### config.mk
export PLATFORM = sky130hd
export DESIGN_NAME = hamming_tx_framer
export DESIGN_NICKNAME = d
export VERILOG_FILES = /design/src/rtl/hamming_pkg.sv /design/src/rtl/hamming_enc.sv /design/src/rtl/hamming_tx_framer.sv
export SDC_FILE = /design/constraint.sdc
export NUM_CORES = 1
export LEC_CHECK = 0
export ABC_AREA = 1
export BUFFER_PORTS_ARGS = -buffer_cell sky130_fd_sc_hd__buf_4
export CORE_UTILIZATION = 52
export DETAILED_ROUTE_END_ITERATION = 10
export MAX_ROUTING_LAYER = met4
export PLACE_DENSITY = 0.75
export SLEW_MARGIN = 25
export SYNTH_ARGS = -nofsm -noshare
export SYNTH_HDL_FRONTEND = slang
export SYNTH_SLANG_ARGS = --single-unit
### constraint.sdc
create_clock -name clk -period 1.78 [get_ports clk]
set_clock_uncertainty 0.05 [all_clocks]
set_input_delay 0.178 -clock clk [delete_from_list [all_inputs] [get_ports clk]]
set_output_delay 0.178 -clock clk [all_outputs]
set_load 0.02 [all_outputs]
### src/rtl/hamming_pkg.sv
// Hamming(21,16) constants, link frame layout and transmit-framer state encoding.
// Shared between the transmit framer and the receive-side decoder.
package hamming_pkg;

    localparam int unsigned DATA_W       = 16;
    localparam int unsigned CODE_W       = 21;
    localparam int unsigned PARITY_W     = 5;
    localparam int unsigned FRAME_BYTES  = 3;
    localparam int unsigned FRAME_W      = 8 * FRAME_BYTES;
    localparam int unsigned IDX_W        = 2;
    localparam int unsigned LAST_IDX     = FRAME_BYTES - 1;
    localparam int unsigned CODE_IDX_W   = $clog2(CODE_W);
    localparam int unsigned DATA_IDX_W   = $clog2(DATA_W);
    localparam int unsigned PARITY_IDX_W = $clog2(PARITY_W);

    // 1-based code positions: parity at powers of two, data[0..15] in the rest, ascending
    localparam int unsigned PARITY_POS [PARITY_W] = '{1, 2, 4, 8, 16};
    localparam int unsigned DATA_POS   [DATA_W]   = '{3, 5, 6, 7, 9, 10, 11, 12,
                                                      13, 14, 15, 17, 18, 19, 20, 21};

    typedef enum logic [1:0] {
        IDLE,
        ENCODE,
        ISSUE,
        WAIT
    } tx_framer_state_t;

    typedef struct packed {
        logic [1:0]        rsvd;
        logic              secded;
        logic [CODE_W-1:0] code;
    } hamming_frame_t;

endpackage

### src/rtl/hamming_enc.sv
// Combinational Hamming(21,16) encoder; code position p maps to o_code[p-1], even parity.
module hamming_enc
    import hamming_pkg::*;
(
    input  logic [DATA_W-1:0] i_data,
    output logic [CODE_W-1:0] o_code
);

    logic [CODE_W-1:0] w_code;
    logic              w_par;

    // Scatter data into non-parity slots, then fill each parity slot from the positions it covers
    always_comb begin
        w_code = '0;
        w_par  = 1'b0;
        for (int unsigned i = 0; i < DATA_W; i++) begin
            w_code[CODE_IDX_W'(DATA_POS[DATA_IDX_W'(i)] - 1)] = i_data[DATA_IDX_W'(i)];
        end
        for (int unsigned k = 0; k < PARITY_W; k++) begin
            w_par = 1'b0;
            for (int unsigned p = 1; p <= CODE_W; p++) begin
                if ((p & PARITY_POS[PARITY_IDX_W'(k)]) != 0) begin
                    w_par = w_par ^ w_code[CODE_IDX_W'(p - 1)];
                end
            end
            w_code[CODE_IDX_W'(PARITY_POS[PARITY_IDX_W'(k)] - 1)] = w_par;
        end
    end

    assign o_code = w_code;

endmodule

### src/rtl/hamming_tx_framer.sv
// Transmit framer: Hamming(21,16)-encodes a word and hands it to UART_TX as 3 bytes, MSB byte first.
// Define HAMMING_TX_SECDED_EN to carry overall even parity of the code in frame bit 21.
module hamming_tx_framer #(
    parameter int unsigned DATA_WIDTH  = 16,
    parameter int unsigned CODE_WIDTH  = 21,
    parameter int unsigned FRAME_BYTES = 3
) (
    input  logic                  clk,
    input  logic                  rstb,
    input  logic [DATA_WIDTH-1:0] data_send,
    input  logic                  data_send_valid,
    output logic                  data_send_ready,
    output logic [7:0]            tx_byte,
    output logic                  tx_byte_valid,
    input  logic                  tx_done,
    output logic                  busy
);

    import hamming_pkg::*;

    if (DATA_WIDTH != DATA_W || CODE_WIDTH != CODE_W ||
        FRAME_BYTES != hamming_pkg::FRAME_BYTES) begin : g_bad_cfg
        $error("hamming_tx_framer supports only DATA_WIDTH=16, CODE_WIDTH=21, FRAME_BYTES=3");
    end

    tx_framer_state_t      r_state;
    tx_framer_state_t      w_state_nxt;
    logic [DATA_WIDTH-1:0] r_data;
    logic [CODE_W-1:0]     r_code;
    logic [CODE_W-1:0]     w_code;
    logic [CODE_W-1:0]     w_code_sel;
    logic                  w_secded;
    hamming_frame_t        w_frame;
    logic [IDX_W-1:0]      r_byte_idx;
    logic [IDX_W-1:0]      w_byte_idx_nxt;
    logic [7:0]            r_tx_byte;
    logic [7:0]            w_tx_byte_nxt;
    logic                  r_tx_byte_valid;
    logic                  r_busy;
    logic                  r_ready;
    logic                  w_accept;

    hamming_enc u_enc (
        .i_data (r_data),
        .o_code (w_code)
    );

    assign w_accept = (r_state == IDLE) && data_send_valid;

    // Byte 0 is issued in the same edge that registers the code, so take it straight from the encoder
    assign w_code_sel = (r_state == ENCODE) ? w_code : r_code;

`ifdef HAMMING_TX_SECDED_EN
    assign w_secded = ^w_code_sel;
`else
    assign w_secded = 1'b0;
`endif

    assign w_frame = '{rsvd: 2'b00, secded: w_secded, code: w_code_sel};

    // State register; UART samples on the rising edge, so everything here moves on the falling edge
    always_ff @(negedge clk or negedge rstb) begin
        if (!rstb) begin
            r_state <= IDLE;
        end else begin
            r_state <= w_state_nxt;
        end
    end

    always_comb begin
        w_state_nxt = r_state;
        case (r_state)
            IDLE:    if (data_send_valid) w_state_nxt = ENCODE;
            ENCODE:  w_state_nxt = ISSUE;
            ISSUE:   w_state_nxt = WAIT;
            WAIT: begin
                if (tx_done) begin
                    w_state_nxt = (r_byte_idx == IDX_W'(LAST_IDX)) ? IDLE : ISSUE;
                end
            end
            default: w_state_nxt = IDLE;
        endcase
    end

    // Byte index and byte mux; tx_byte only changes when a new byte is issued
    always_comb begin
        w_byte_idx_nxt = r_byte_idx;
        w_tx_byte_nxt  = r_tx_byte;
        case (r_state)
            ENCODE:  w_byte_idx_nxt = '0;
            WAIT: begin
                if (tx_done && (r_byte_idx != IDX_W'(LAST_IDX))) begin
                    w_byte_idx_nxt = r_byte_idx + IDX_W'(1);
                end
            end
            default: w_byte_idx_nxt = r_byte_idx;
        endcase
        if (w_state_nxt == ISSUE) begin
            case (w_byte_idx_nxt)
                IDX_W'(0): w_tx_byte_nxt = w_frame[23:16];
                IDX_W'(1): w_tx_byte_nxt = w_frame[15:8];
                default:   w_tx_byte_nxt = w_frame[7:0];
            endcase
        end
    end

    always_ff @(negedge clk or negedge rstb) begin
        if (!rstb) begin
            r_data          <= '0;
            r_code          <= '0;
            r_byte_idx      <= '0;
            r_tx_byte       <= '0;
            r_tx_byte_valid <= 1'b0;
            r_busy          <= 1'b0;
            r_ready         <= 1'b1;
        end else begin
            if (w_accept) begin
                r_data <= data_send;
            end
            if (r_state == ENCODE) begin
                r_code <= w_code;
            end
            r_byte_idx      <= w_byte_idx_nxt;
            r_tx_byte       <= w_tx_byte_nxt;
            r_tx_byte_valid <= (w_state_nxt == ISSUE);
            r_busy          <= (w_state_nxt != IDLE);
            r_ready         <= (w_state_nxt == IDLE);
        end
    end

    assign data_send_ready = r_ready;
    assign tx_byte         = r_tx_byte;
    assign tx_byte_valid   = r_tx_byte_valid;
    assign busy            = r_busy;

endmodule
==> results of run 1 <==
[per-stage QoR]
stage | hold WS, ns | area, µm² | power (µW) | cells | worst slack (ns)
3_3_place_gp | 0.375 | 3050 | 5390 | 415 | -0.426
5_1_grt | 0.413 | 3370 | 7270 | 433 | -0.350
6_report | 0.398 | 3370 | 6720 | 433 | -0.314
4_1_cts | 0.380 | 3260 | 6410 | 428 | -0.322
2_1_floorplan | 0.355 | 2640 | 4540 | 309 | -0.222
3_5_place_dp | 0.377 | 3050 | 5480 | 415 | -0.459
[layer usage]
metal / vias up / track usage (%)
li1: 1074 / -
met1: 1000 / 31.0
met2: 49 / 35.7
met3: 6 / 2.90
met4: 0 / 7.41
met5: - / -
[final cells by class]
cell class,count,area (µm²)
Clock buffer,5,68.8
Clock inverter,4,22.5
Fill cell,379,1380
Inverter,31,116
Multi-Input combinational cell,216,1240
Sequential cell,52,1300
Tap cell,67,83.8
Timing Repair Buffer,58,538
[layout by cell type (no fill, tap or decap), types with 2 or more instances in the layout]
cell / Yosys / routed
a21boi_0: 3 / 3
mux2_2: 4 / 4
inv_2: 7 / 7
nand2_8: 0 / 2
nand3b_1: 2 / 2
nor2_1: 21 / 18
nand3_2: 2 / 2
o21ai_0: 11 / 10
or2_2: 5 / 5
o21ai_1: 4 / 5
inv_1: 25 / 25
xnor2_1: 6 / 6
buf_6: 2 / 14
a21oi_2: 1 / 6
xor2_1: 9 / 9
nor2_4: 4 / 4
a21oi_1: 20 / 15
nand2_1: 98 / 91
nand3_1: 12 / 11
nand2_2: 4 / 9
buf_4: 1 / 40
nor2_2: 0 / 3
clkbuf_8: 0 / 5
buf_12: 0 / 4
a2bb2oi_2: 0 / 2
dfrtn_1: 51 / 51
[cells by family after synthesis]
logic type | after synthesis | share of synthesized area, %
simple gates | 152 | 25.7
xor+xnor | 16 | 5.68
flops | 52 | 50.1
compound gates | 43 | 9.43
buf+inv | 41 | 6.88
mux | 4 | 1.73
fa+ha+maj | 1 | 0.481
[tightest hold or removal path, stage by stage (launching register included)]
cell,delay (ns)
dfrtn_1,0.39
nand2_1,0.05
nand2_1,0.09
[where the power goes]
part           leakage, µW  switching [µW]  internal (µW)
clock            0.0000494             387            277
sequential        0.000598             378           1760
combinational      0.00107            2190           1730
[state kept, by name, summed over array words and instances (netlist names)]
| register | count |
|---|---|
| r_byte_idx | 2 |
| r_code | 21 |
| data_send_ready | 1 |
| tx_byte_valid | 1 |
| busy | 1 |
| tx_byte | 8 |
| r_state | 2 |
| r_data | 16 |
[worst max path at each step]
stage,slack (ns),endpoint,cells after the start,startpoint
floorplan,-0.22,tx_byte[0]$_DFFE_NN0P_,11,tx_done
global placement,-0.43,tx_byte[1]$_DFFE_NN0P_,9,tx_done
detailed placement,-0.46,tx_byte[2]$_DFFE_NN0P_,9,tx_done
CTS,-0.32,data_send_ready,1,data_send_ready$_DFF_NN1_
global route,-0.35,data_send_ready,1,data_send_ready$_DFF_NN1_
finish,-0.31,data_send_ready,1,data_send_ready$_DFF_NN1_
[repair_timing]
action / 4_1_cts / 5_1_grt
hold buffers: 0 / 0
pin swaps: 9 / 12
gates resized for setup: 22 / 18
setup buffers: 5 / 5
endpoints found under the setup margin: 19 / 19
==> metrics, run 1 <==
status complete, but fails checks; failing checks negative setup slack; Die Height 72.7 µm; Peak VDD IR 0.968 mV; vias per cell 4.92; Hold WC Path Type register to register; metal3 WL around 150 µm; worst slew pin tran 0.348 ns; Finished Core Util between 70% and 80%; sequential fraction of the synthesis area approximately 50%; R2R depth 10; Fin Setup TNS -2.91 ns; Antenna Cells 0; Yosys warning count 0; clk buf depth 2; largest net degree at the start of global routing 30; Critical Path RT 1.55 ns; gr usage total between 20% and 30%; Worst Hold Endpoint r_code[2]$_DFF_NN0_; CP max-delay cell dfstp_2; first-pass GRT wire length 8840 µm; Crit Path Class register to output pin; Net Count, Synth 330; Mapped Cells 309; CTS sink cnt 52; slack of the critical path -0.314 ns; Post-DP HPWL 3950 µm; Post-Synthesis Cell Area 2600 µm²; Hold Path Depth 2; CTS H-tree depth 2; placer congestion estimate approximately 0.83; metal2 WL between 2000 and 3000 µm; Yosys reg bits 52; TritonCTS clock tree done; max-slew violation count 0; fin nets ~390; Clock Latency Late Sink ~0.30 ns; cell taking the most area after synthesis dfrtn_1; Area growth syn-to-layout 29.6%; die area 5290 µm²; max_cap viols 0; share of flip-flops with an asynchronous set or reset between 90% and 100%; Mean Syn Cell Area approximately 8.4 µm²; core footprint 4750 µm²; Yosys top cell area share 49.1%; Top Family by Delay on Critical Path flip-flops; FF-to-FF setup slack 0 ns; # setup viols final 19; vias in the first global route ~2000; Cell Pwr Density about 2000 nW/µm²; clk slew on worst S/H paths about 0.060 ns; Worst R2R Start r_byte_idx[0]$_DFF_NN0_; Crit path buffers/inverters 1; DR pass1 iterations 4; Distinct cells, synth 33; most frequent cells after synthesis 98 x nand2_1, 51 x dfrtn_1, 25 x inv_1; Worst Path Arrival roughly 1.9 ns; DR iter-0 viols 97; port bufs 30; Startpoint Class register; CP endpoint kind output pin; total number of vias between 2000 and 2500; initial antenna violation count 0; Slew HR 76.6%; R2R Path End tx_byte[2]$_DFFE_NN0P_; # IOs 31; slowest cell delay on critical path 0.52 ns; Routed WL 5490 µm; main flop type after synthesis dfrtn_1; critical path fanouts, max 1; ranking of synthesized cells by area dfrtn_1 49%, nand2_1 14%, a21oi_1 3.8%, inv_1 3.6%, nor2_1 3.0%; Pleak ~0.0017 µW; top layer in use met4; WL/cell ~13 µm; CP Cell Sequence buf_6; post-route ant nets 0; Initial Utilization 54.7%; Min-Delay Startpoint r_code[2]$_DFF_NN0_; most numerous cell in the Yosys netlist nand2_1; met1 wire length 2590 µm; row cnt 25; GRT overflow 0; Post-synth EDFFs 0; root buffer cell clkbuf_8; # DRC 0; final hold vios 0; unrepaired setup endpoints after global routing true; Die W 72.7 µm; CTS buffer count 5; layout cells sized above 1 32.0%
Power figures use the tool's default switching activity.
==> inputs of run 2 (changes only) <==
Settings changed: CORE_UTILIZATION 52 to 53, PLACE_DENSITY 0.75 to 0.76, SYNTH_HIERARCHICAL set to 1.
==> run 2 against run 1 <==
Compared with the run above:
- the flow still finishes with violations (negative setup slack)
- worst hold slack worse by 0.015 ns
- critical path depth stayed put
- synthesized area up 9.6%
- register-to-register slack worse by 0.14 ns
- largest cell class is now multi-input gates
==> metrics, run 2 <==
max-slew violation count 0 (unchanged); die area 5680 µm² (was 5290 µm²); Top Family by Delay on Critical Path flip-flops (unchanged); port bufs 30 (unchanged); failing checks negative setup slack (unchanged); main flop type after synthesis dfrtn_1 (unchanged); # DRC 0 (unchanged); Crit path buffers/inverters 1 (unchanged); Finished Core Util 75.0% (was 70.9%); unrepaired setup endpoints after global routing true (unchanged); total number of vias 2536 (was 2129); Post-Synthesis Cell Area 2850 µm² (was 2600 µm²); final hold vios 0 (unchanged); Mean Syn Cell Area 8.46 µm² (was 8.42 µm²); Area growth syn-to-layout 35.3% (was 29.6%); worst slew pin tran 0.310 ns (was 0.348 ns); Slew HR 79.3% (was 76.6%); post-route ant nets 0 (unchanged); Hold WC Path Type register to register (unchanged); largest net degree at the start of global routing 23 (was 30); post-route cell area 3860 µm² (was 3370 µm²); root buffer cell clkbuf_8 (unchanged); multi-input logic area 1560 µm² (was 1240 µm²); CP max-delay cell dfstp_2 (unchanged); CP Cell Sequence buf_6 (unchanged); Fin Setup TNS -2.71 ns (was -2.91 ns); CP endpoint kind output pin (unchanged); dpl cells 436 (was 415); clk buf depth 2 (unchanged); most numerous cell in the Yosys netlist nand2_1 (unchanged); Yosys reg bits 52 (unchanged); commonest non-fill, non-tap cell in the layout nand2_1 (unchanged); Worst Path Arrival 1.87 ns (about the same); Largest register FFs 21 (unchanged); layout cells sized above 1 44.5% (was 32.0%); cell taking the most area after synthesis dfrtn_1 (unchanged); DR pass1 iterations 4 (unchanged); # setup viols final 16 (was 19); Net Count, Synth 358 (was 330); first-pass GRT wire length 9890 µm (was 8840 µm); Startpoint Class register (unchanged); Top reg by flops r_code (unchanged); WL/cell 15.4 µm (was 12.7 µm); Post-synth EDFFs 0 (unchanged); DR iter-0 viols 302 (was 97); Cell Pwr Density 2150 nW/µm² (was 1990 nW/µm²); cts hold-fix bufs 0 (unchanged); slowest cell delay on critical path 0.51 ns (was 0.52 ns); Post-DP HPWL 4280 µm (was 3950 µm); row cnt 26 (was 25); fin nets 418 (was 386); CTS H-tree depth 2 (unchanged); most frequent cells in the layout 79 x nand2_1, 52 x buf_4, 51 x dfrtn_1, 34 x nand3_1, 29 x inv_1 (was 91 x nand2_1, 51 x dfrtn_1, 40 x buf_4, 25 x inv_1, 18 x nor2_1); most frequent cells after synthesis 109 x nand2_1, 51 x dfrtn_1, 47 x nand3_1 (was 98 x nand2_1, 51 x dfrtn_1, 25 x inv_1); Die W 75.3 µm (was 72.7 µm); Clock Latency Late Sink 0.31 ns (was 0.30 ns); Yosys warning count 6 (was 0); core footprint 5140 µm² (was 4750 µm²); placer congestion estimate 0.866 (was 0.825); status complete, but fails checks (unchanged); Antenna Cells 0 (unchanged); sequential fraction of the synthesis area 45.7% (was 50.1%); Die Height 75.3 µm (was 72.7 µm); critical path fanouts, max 1 (unchanged); Critical Path RT 1.55 ns (about the same); Mapped Cells 337 (was 309); # IOs 31 (unchanged); vias per cell 5.42 (was 4.92); GRT overflow 0 (unchanged); Area after DPL 3220 µm² (was 3050 µm²); clk slew on worst S/H paths 0.06 ns (about the same); slack of the critical path -0.315 ns (was -0.314 ns); initial antenna violation count 0 (unchanged); CTS sink cnt 52 (unchanged); total area of sequential cells 1300 µm² (unchanged); Initial Utilization 55.5% (was 54.7%); Yosys top cell area share 44.8% (was 49.1%); Final Non-Filler Cells 468 (was 433); TritonCTS clock tree done (unchanged); Pleak 0.00203 µW (was 0.00172 µW); max_cap viols 0 (unchanged); share of flip-flops with an asynchronous set or reset 100% (unchanged); fillers 369 (was 379); CTS buffer count 5 (unchanged); ranking of synthesized cells by area dfrtn_1 45%, nand2_1 14%, nand3_1 8.3%, mux2_2 7.5%, buf_4 5.3% (was dfrtn_1 49%, nand2_1 14%, a21oi_1 3.8%, inv_1 3.6%, nor2_1 3.0%); Peak VDD IR 1.33 mV (was 0.968 mV); Distinct cells, synth 25 (was 33); total power draw 8280 µW (was 6720 µW); Crit Path Class register to output pin (unchanged); Routed WL 7200 µm (was 5490 µm); vias in the first global route 2217 (was 1964); gr usage total 24.4% (was 22.8%)
[run 2: cell count changes in the layout (fill, tap and decap cells not counted), moves of 9 or more]
cell | before | now
nand3_1 | 11 | 34
nand2_1 | 91 | 79
nor2_1 | 18 | 2
nand2_4 | 0 | 9
o21ai_0 | 10 | 0
nand2_2 | 9 | 27
nand3_2 | 2 | 11
buf_4 | 40 | 52
mux2_4 | 0 | 9
a21oi_1 | 15 | 6
[run 2: per-stage QoR]
| step | hold slack, ns | setup slack (ns) |
|---|---|---|
| after CTS | 0.379 | -0.318 |
| after global placement | 0.368 | -0.290 |
| after global routing | 0.395 | -0.351 |
| after floorplan | 0.348 | -0.0677 |
| after detailed placement | 0.373 | -0.322 |
| final | 0.383 | -0.315 |
[run 2: path summary, 6_finish.rpt]
kind | startpoint | endpoint | slack (ns) | depth (start not counted)
min | r_code[11]$_DFF_NN0_ | r_code[11]$_DFF_NN0_ | 0.38 | 2
min in group asynchronous | rstb | r_byte_idx[1]$_DFF_NN0_ | 0.47 | 1
min reg2reg | r_code[11]$_DFF_NN0_ | r_code[11]$_DFF_NN0_ | 0.38 | 2
max | data_send_ready$_DFF_NN1_ | data_send_ready | -0.32 | 1
max in group asynchronous | rstb | r_code[13]$_DFF_NN0_ | 0.77 | 2
max reg2reg | r_data[6]$_DFFE_NN0P_ | tx_byte[1]$_DFFE_NN0P_ | -0.14 | 13
[run 2: cell families after synthesis]
logic type	count (synthesis)	share of synthesized area, %
multiplexers	19	7.51
XOR/XNOR	11	3.64
adder cells (fa/ha/maj)	1	0.439
buffers and inverters	60	11.5
AO/OA/AOI/OAI	11	1.93
AND/OR/NAND/NOR	183	29.3
flip-flops	52	45.7
[run 2: cell type report]
cell class              count  area share, %
clock buffers               6           2.14
clock inverters             3          0.357
inverters                  35           3.54
multi-input cells         228           40.5
flip-flops and latches     52           33.8
well taps                  70           2.27
repair buffers             74           17.5
[run 2: power by group]
group	switching, µW	leakage [µW]	total [µW]	internal, µW
clock	388	0.0000583	704	315
sequential	488	0.000633	2250	1770
combinational	2970	0.00133	5330	2360
total	3840	0.00203	8280	4440
[run 2: routing by layer]
layer | routed length, µm | up-vias | track usage [%]
met1 | 2940 | 1238 | 30.6
met4 | 268 | 0 | 11.1
met5 | 0 | - | -
li1 | - | 1179 | -
met3 | 333 | 26 | 3.44
met2 | 3660 | 93 | 39.3
[run 2: timing repair]
| item | 4_1_cts | 5_1_grt |
|---|---|---|
| gates resized for setup | 19 | 81 |
| buffers inserted | 7 | 15 |
| cloned | 0 | 3 |
| pin swaps | 16 | 54 |
| endpoints found under the setup margin | 14 | 20 |
